<file path="src/rtl/wb_pkg.sv">
// Shared Wishbone initiator types: FSM state encoding, request field widths and a request record.
package wb_pkg;

    localparam int unsigned AdrW = 32;
    localparam int unsigned DatW = 32;
    localparam int unsigned SelW = 4;

    typedef enum logic [1:0] {
        StIdle    = 2'd0,
        StActive  = 2'd1,
        StBackoff = 2'd2
    } wb_state_e;

    typedef struct packed {
        logic            we;
        logic [AdrW-1:0] adr;
        logic [SelW-1:0] sel;
        logic [DatW-1:0] dat;
    } wb_req_t;

    function automatic logic word_aligned(input logic [AdrW-1:0] adr);
        return adr[1:0] == 2'b00;
    endfunction

endpackage

</file>
<file path="src/rtl/wb_initiator_if.sv">
// Core request/response and Wishbone classic bus signals of wb_initiator.
// The master modport is the initiator's view; slave is the view of the core and the bus target.
interface wb_initiator_if;
    import wb_pkg::*;

    logic            req_valid_i;
    logic            req_ready_o;
    logic            req_we_i;
    logic [AdrW-1:0] req_adr_i;
    logic [SelW-1:0] req_sel_i;
    logic [DatW-1:0] req_dat_i;

    logic            rsp_valid_o;
    logic [DatW-1:0] rsp_dat_o;
    logic            rsp_err_o;
    logic            rsp_timeout_o;

    logic            cyc_o;
    logic            stb_o;
    logic            we_o;
    logic [AdrW-1:0] adr_o;
    logic [SelW-1:0] sel_o;
    logic [DatW-1:0] dat_o;
    logic [DatW-1:0] dat_i;
    logic            ack_i;
    logic            err_i;
    logic            rty_i;

    modport master (
        input  req_valid_i, req_we_i, req_adr_i, req_sel_i, req_dat_i,
        output req_ready_o,
        output rsp_valid_o, rsp_dat_o, rsp_err_o, rsp_timeout_o,
        output cyc_o, stb_o, we_o, adr_o, sel_o, dat_o,
        input  dat_i, ack_i, err_i, rty_i
    );

    modport slave (
        output req_valid_i, req_we_i, req_adr_i, req_sel_i, req_dat_i,
        input  req_ready_o,
        input  rsp_valid_o, rsp_dat_o, rsp_err_o, rsp_timeout_o,
        input  cyc_o, stb_o, we_o, adr_o, sel_o, dat_o,
        output dat_i, ack_i, err_i, rty_i
    );

endinterface

</file>
<file path="src/rtl/wb_initiator.sv">
// Wishbone classic single-transfer initiator with retry backoff and misalignment rejection.
// Define WB_INITIATOR_TIMEOUT_EN to add a per-attempt timeout that fails a stalled transfer.
module wb_initiator
    import wb_pkg::*;
#(
    parameter int unsigned MAX_RETRY = 3
`ifdef WB_INITIATOR_TIMEOUT_EN
    ,
    parameter int unsigned TIMEOUT_CYCLES = 255
`endif
) (
    input logic            clk_i,
    input logic            rst_ni,
    wb_initiator_if.master bus
);

    localparam int unsigned RtyW = (MAX_RETRY < 1) ? 1 : $clog2(MAX_RETRY + 1);

    wb_state_e       state_q;
    wb_req_t         req_q;
    logic            ready_q;
    logic            bus_q;
    logic            misalign_q;
    logic            rsp_valid_q;
    logic            rsp_err_q;
    logic [DatW-1:0] rsp_dat_q;
    logic [RtyW-1:0] rty_cnt_q;

    logic finish;
    logic fail;
    logic retry;

`ifdef WB_INITIATOR_TIMEOUT_EN
    localparam int unsigned TmoW =
        ($clog2(TIMEOUT_CYCLES + 1) > 8) ? $clog2(TIMEOUT_CYCLES + 1) : 8;

    logic [TmoW-1:0] tmo_cnt_q;
    logic            rsp_tmo_q;
    logic            tmo_fire;
`endif

    // Termination decode for the current ACTIVE cycle, priority err > rty > ack.
    always_comb begin
        finish = 1'b0;
        fail   = 1'b0;
        retry  = 1'b0;
`ifdef WB_INITIATOR_TIMEOUT_EN
        tmo_fire = 1'b0;
`endif
        if (state_q == StActive) begin
            if (misalign_q) begin
                finish = 1'b1;
                fail   = 1'b1;
            end else if (bus.err_i) begin
                finish = 1'b1;
                fail   = 1'b1;
            end else if (bus.rty_i) begin
                if (rty_cnt_q == RtyW'(MAX_RETRY)) begin
                    finish = 1'b1;
                    fail   = 1'b1;
                end else begin
                    retry = 1'b1;
                end
            end else if (bus.ack_i) begin
                finish = 1'b1;
`ifdef WB_INITIATOR_TIMEOUT_EN
            end else if (tmo_cnt_q == TmoW'(TIMEOUT_CYCLES - 1)) begin
                finish   = 1'b1;
                fail     = 1'b1;
                tmo_fire = 1'b1;
`endif
            end
        end
    end

    always_ff @(posedge clk_i or negedge rst_ni) begin
        if (!rst_ni) begin
            state_q     <= StIdle;
            req_q       <= '0;
            ready_q     <= 1'b0;
            bus_q       <= 1'b0;
            misalign_q  <= 1'b0;
            rsp_valid_q <= 1'b0;
            rsp_err_q   <= 1'b0;
            rsp_dat_q   <= '0;
            rty_cnt_q   <= '0;
`ifdef WB_INITIATOR_TIMEOUT_EN
            tmo_cnt_q   <= '0;
            rsp_tmo_q   <= 1'b0;
`endif
        end else begin
            rsp_valid_q <= 1'b0;
            rsp_err_q   <= 1'b0;
`ifdef WB_INITIATOR_TIMEOUT_EN
            rsp_tmo_q   <= 1'b0;
`endif
            unique case (state_q)
                StIdle: begin
                    if (ready_q && bus.req_valid_i) begin
                        ready_q    <= 1'b0;
                        req_q      <= '{we:  bus.req_we_i,
                                        adr: bus.req_adr_i,
                                        sel: bus.req_sel_i,
                                        dat: bus.req_dat_i};
                        // A misaligned request never touches the bus; ACTIVE just reports it.
                        misalign_q <= !word_aligned(bus.req_adr_i);
                        bus_q      <= word_aligned(bus.req_adr_i);
                        rty_cnt_q  <= '0;
`ifdef WB_INITIATOR_TIMEOUT_EN
                        tmo_cnt_q  <= '0;
`endif
                        state_q    <= StActive;
                    end else begin
                        ready_q <= 1'b1;
                    end
                end
                StActive: begin
                    if (finish) begin
                        bus_q       <= 1'b0;
                        misalign_q  <= 1'b0;
                        rsp_valid_q <= 1'b1;
                        rsp_err_q   <= fail;
`ifdef WB_INITIATOR_TIMEOUT_EN
                        rsp_tmo_q   <= tmo_fire;
`endif
                        if (!fail && !req_q.we) begin
                            rsp_dat_q <= bus.dat_i;
                        end
                        ready_q     <= 1'b1;
                        state_q     <= StIdle;
                    end else if (retry) begin
                        bus_q     <= 1'b0;
                        rty_cnt_q <= rty_cnt_q + 1'b1;
                        state_q   <= StBackoff;
                    end
`ifdef WB_INITIATOR_TIMEOUT_EN
                    else begin
                        tmo_cnt_q <= tmo_cnt_q + 1'b1;
                    end
`endif
                end
                StBackoff: begin
                    bus_q   <= 1'b1;
`ifdef WB_INITIATOR_TIMEOUT_EN
                    tmo_cnt_q <= '0;
`endif
                    state_q <= StActive;
                end
                default: begin
                    state_q <= StIdle;
                end
            endcase
        end
    end

    assign bus.req_ready_o = ready_q;
    assign bus.rsp_valid_o = rsp_valid_q;
    assign bus.rsp_dat_o   = rsp_dat_q;
    assign bus.rsp_err_o   = rsp_err_q;
`ifdef WB_INITIATOR_TIMEOUT_EN
    assign bus.rsp_timeout_o = rsp_tmo_q;
`else
    assign bus.rsp_timeout_o = 1'b0;
`endif

    assign bus.cyc_o = bus_q;
    assign bus.stb_o = bus_q;
    assign bus.we_o  = req_q.we;
    assign bus.adr_o = req_q.adr;
    assign bus.sel_o = req_q.sel;
    assign bus.dat_o = req_q.dat;

endmodule

</file>
<file path="src/flat_wrapper.sv">
// flat-port wrapper written by rule: the top's interface ports become plain ports
module wb_initiator_flat import wb_pkg::*;
#(
    parameter int unsigned MAX_RETRY = 3

)
  (clk_i, rst_ni, bus_req_valid_i, bus_req_we_i, bus_req_adr_i, bus_req_sel_i, bus_req_dat_i, bus_req_ready_o, bus_rsp_valid_o, bus_rsp_dat_o, bus_rsp_err_o, bus_rsp_timeout_o, bus_cyc_o, bus_stb_o, bus_we_o, bus_adr_o, bus_sel_o, bus_dat_o, bus_dat_i, bus_ack_i, bus_err_i, bus_rty_i);
  wb_initiator_if bus_i ();
  input logic clk_i;
  input logic rst_ni;
  input wire logic [$bits(bus_i.req_valid_i)-1:0] bus_req_valid_i;
  input wire logic [$bits(bus_i.req_we_i)-1:0] bus_req_we_i;
  input wire logic [$bits(bus_i.req_adr_i)-1:0] bus_req_adr_i;
  input wire logic [$bits(bus_i.req_sel_i)-1:0] bus_req_sel_i;
  input wire logic [$bits(bus_i.req_dat_i)-1:0] bus_req_dat_i;
  output wire logic [$bits(bus_i.req_ready_o)-1:0] bus_req_ready_o;
  output wire logic [$bits(bus_i.rsp_valid_o)-1:0] bus_rsp_valid_o;
  output wire logic [$bits(bus_i.rsp_dat_o)-1:0] bus_rsp_dat_o;
  output wire logic [$bits(bus_i.rsp_err_o)-1:0] bus_rsp_err_o;
  output wire logic [$bits(bus_i.rsp_timeout_o)-1:0] bus_rsp_timeout_o;
  output wire logic [$bits(bus_i.cyc_o)-1:0] bus_cyc_o;
  output wire logic [$bits(bus_i.stb_o)-1:0] bus_stb_o;
  output wire logic [$bits(bus_i.we_o)-1:0] bus_we_o;
  output wire logic [$bits(bus_i.adr_o)-1:0] bus_adr_o;
  output wire logic [$bits(bus_i.sel_o)-1:0] bus_sel_o;
  output wire logic [$bits(bus_i.dat_o)-1:0] bus_dat_o;
  input wire logic [$bits(bus_i.dat_i)-1:0] bus_dat_i;
  input wire logic [$bits(bus_i.ack_i)-1:0] bus_ack_i;
  input wire logic [$bits(bus_i.err_i)-1:0] bus_err_i;
  input wire logic [$bits(bus_i.rty_i)-1:0] bus_rty_i;
  assign bus_i.req_valid_i = bus_req_valid_i;
  assign bus_i.req_we_i = bus_req_we_i;
  assign bus_i.req_adr_i = bus_req_adr_i;
  assign bus_i.req_sel_i = bus_req_sel_i;
  assign bus_i.req_dat_i = bus_req_dat_i;
  assign bus_req_ready_o = bus_i.req_ready_o;
  assign bus_rsp_valid_o = bus_i.rsp_valid_o;
  assign bus_rsp_dat_o = bus_i.rsp_dat_o;
  assign bus_rsp_err_o = bus_i.rsp_err_o;
  assign bus_rsp_timeout_o = bus_i.rsp_timeout_o;
  assign bus_cyc_o = bus_i.cyc_o;
  assign bus_stb_o = bus_i.stb_o;
  assign bus_we_o = bus_i.we_o;
  assign bus_adr_o = bus_i.adr_o;
  assign bus_sel_o = bus_i.sel_o;
  assign bus_dat_o = bus_i.dat_o;
  assign bus_i.dat_i = bus_dat_i;
  assign bus_i.ack_i = bus_ack_i;
  assign bus_i.err_i = bus_err_i;
  assign bus_i.rty_i = bus_rty_i;
  wb_initiator #(.MAX_RETRY(MAX_RETRY)) u_core (.clk_i(clk_i), .rst_ni(rst_ni), .bus(bus_i));
endmodule
</file>
<file path="config.mk">
export PLATFORM = sky130hd
export DESIGN_NAME = wb_initiator_flat
export DESIGN_NICKNAME = d
export VERILOG_FILES = /design/src/rtl/wb_pkg.sv /design/src/rtl/wb_initiator_if.sv /design/src/rtl/wb_initiator.sv /design/src/flat_wrapper.sv
export SDC_FILE = /design/constraint.sdc
export NUM_CORES = 1
export LEC_CHECK = 0
export CAP_MARGIN = 20
export CORE_ASPECT_RATIO = 0.5
export CORE_MARGIN = 4
export CORE_UTILIZATION = 36
export DETAILED_ROUTE_END_ITERATION = 8
export PLACE_DENSITY = 0.82
export SYNTH_ARGS = -nofsm -noshare
export SYNTH_HDL_FRONTEND = slang
export SYNTH_SLANG_ARGS = --single-unit
</file>
<file path="constraint.sdc">
create_clock -name clk_i -period 1.75 [get_ports clk_i]
set_input_delay 0.4375 -clock clk_i [delete_from_list [all_inputs] [get_ports clk_i]]
set_output_delay 0.4375 -clock clk_i [all_outputs]
set_load 0.02 [all_outputs]
</file>
==> results_dict.tcl <==
set metrics [dict create \
    diodes 0 \
    fin_tns_setup_ps 0 \
    syn2layout_area_growth_pct 66.2 \
    rows 27 \
    synth.most_common_cell "dfrtp_1" \
    p_leak_nw 3.55 \
    outcome "completed" \
    antenna_left 0 \
    start_util_pct 37.9 \
    clock_sinks 110 \
    drive_gt1_share_pct 22.3 \
    cp_max_fo 2 \
    hold_class "reg -> reg" \
    start_kind "flop" \
    dieArea_sq_um 13800 \
    seq_area_frac_synth_pct 64.2 \
    comb_power_share_pct 49.5 \
    final_area_sq_um 7130 \
    async_flop_share_pct 100 \
    grt_max_degree 48 \
    powerDensity_nw_per_um2 1760 \
    syn_avg_cell_area_sq_um 16.1 \
    ys_top_cells_by_count "dfrtp_1 (110), mux2_2 (62), mux2_1 (41), buf_2 (10)" \
    nets 614 \
    end_kind "flop" \
    synth.net_count 379 \
    synth_edf_count 0 \
    first_pass_iters 4 \
    drt_iter0_drc 100 \
    min_from "u_core.bus.rsp_dat_o[10]" \
    netlist_instances 267 \
    reg2reg_to "u_core.rty_cnt_q[1]" \
    synthTopCellsByArea "dfrtp_1 (64%), mux2_2 (16%), mux2_1 (11%)" \
    startpoint "u_core.rty_cnt_q[1]" \
    peakVddDrop_uv 701 \
    syn_area_sq_um 4290 \
    sw_frac_of_total_pct 37.2 \
    hpwl_mm 8.68 \
    place_congestion 0.799 \
    via_count 3078 \
    dieHeight_um 85.2 \
    synth_ff_type "dfrtp_1" \
    clk_latency_ps 340 \
    holdWs_ps 485 \
    cp.required_ps 1980 \
    io_pins 214 \
    min_path_cells 1 \
    grt_pass1_wl_mm 18.2 \
    die_width_um 162 \
    grt.overflow.total 0 \
    port_buffers 212 \
    cts_tree "done" \
    arrival_ps 1960 \
    cts-root-buf "clkbuf_16" \
    post-route-util_pct 63.0 \
    p_seq_share_pct 35.0 \
    placed_cell_area_sq_um 6760 \
    maxCapViolCount 0 \
    grt_pass1_vias 3351 \
    coreArea_sq_um 11300 \
    cts.path.max_buffers 2 \
    timing.fmax_mhz 579 \
    wirelength_mm 11.5 \
    ctsHtreeMaxLevel 3 \
    cts_made_buffers 9 \
    timing.final.max_slew_violations 0 \
    rrSetupSlack_ps 20 \
    pwr-share-clk_pct 15.5 \
    drc_errors 0 \
    synth_seq_cells 110 \
    synth_top_area_share_pct 64.2 \
    setup_viol 0 \
    reg2reg_depth 4 \
    yosysWarnings 0 \
    fin_crit_sh_pct 98.8 \
    grt_usage_pct 16.7 \
    hold_violations 0 \
    grt_setup_unrepaired "yes" \
    criticalPathCategory "reg -> reg" \
    vias_per_cell 4.62 \
    wl_per_cell_um 17.3 \
    internal_power_w 0.00788 \
    grt_antenna_before_repair 0 \
    period_minus_slack_ps 1730 \
    cts.clk_slew.worst_paths_ps 70 \
    power.switching_w 0.00468 \
    p_total_w 0.0126 \
    ys_types 28 \
    holdPathEnd "u_core.bus.rsp_dat_o[10]" \
    finalClockSkew_ps 5.31 \
    r2r-start "u_core.rty_cnt_q[1]" \
    yosys.area.top_type "dfrtp_1" \
]
-- worst max path at each step --
stage,to,slack (ps)
floorplan,u_core.rty_cnt_q[1],10
global placement,u_core.rty_cnt_q[1],-290
detailed placement,u_core.rty_cnt_q[1],-320
CTS,u_core.rty_cnt_q[1],-30
global route,u_core.rty_cnt_q[1],-40
finish,u_core.rty_cnt_q[1],20
-- flip-flops by register name, summed over array words and instances, names as in the netlist, 2 cells and up --
register and flops:
u_core.state_q 2, u_core.bus.sel_o 4, u_core.rty_cnt_q 2, u_core.bus.dat_o 32
u_core.bus.rsp_dat_o 32, u_core.bus.adr_o 32
-- kinds of logic after synthesis --
family	after synthesis	synth area share [%]
flops	110	64.2
buf+inv	16	1.87
simple gates	15	2.39
fa+ha+maj	5	1.46
mux	107	28.0
compound gates	13	2.07
other cells	1	0.0874
-- layer usage --
metal / GRT usage (%) / part of all wire (%) / up-vias
met3: 4.32 / 4.7 / 31
met2: 31.0 / 55 / 84
li1: - / - / 1410
met4: 6.37 / 3.1 / 0
met1: 18.6 / 38 / 1553
met5: 0 / 0 / -
-- power by group through the flow --
stage,Sequential (W),Combinational [W],Clock [W]
floorplan,0.00597,0.00182,0
global placement,0.00441,0.00675,0
finish,0.00440,0.00622,0.00194
detailed placement,0.00449,0.00684,0
CTS,0.00441,0.00632,0.00200
global route,0.00457,0.00662,0.00212
-- cells in the final DEF, fill, tap and decap left out, drive strengths merged, types with 2 or more instances in the layout --
cell type,count
a21oi,5
buf,24
clkbuf,10
clkdlybuf4s50,105
clkinv,2
clkinvlp,4
dfrtp,110
dlygate4sd2,67
dlymetal6s2s,39
ha,5
inv,4
mux2,103
mux2i,4
nand2,3
nand3,3
nor2,2
nor3b,2
o21ai,2
-- timing repair --
item                                   in CTS  in global routing
pin swaps                                   1                  3
gates resized for setup                    70                 44
buffers inserted                            0                  4
endpoints found under the hold margin      20                  0
setup endpoints to repair                  68                 80
hold buffers                                1                  0
-- worst max-delay path: stages (launching register included) --
cell and delay, ps:
dfrtp_1 420, ha_4 180, or4b_4 480, a22oi_2 210, mux2_4 320
-- stage by stage --
step / setup WS (ps) / cells
2_1_floorplan: 13.5 / 267
3_3_place_gp: -289 / 645
3_5_place_dp: -320 / 645
4_1_cts: -25.1 / 662
5_1_grt: -35.3 / 666
6_report: 21.8 / 666
-- final cells by class --
type / instances / area [sq um]
inverter: 4 / 15.0
clock inverter: 6 / 47.5
fill: 887 / 4190
timing repair buffer: 236 / 2380
sequential: 110 / 2750
multi-input combinational: 141 / 1500
clock buffer: 10 / 239
tap: 159 / 199
Power figures use the tool's default switching activity.
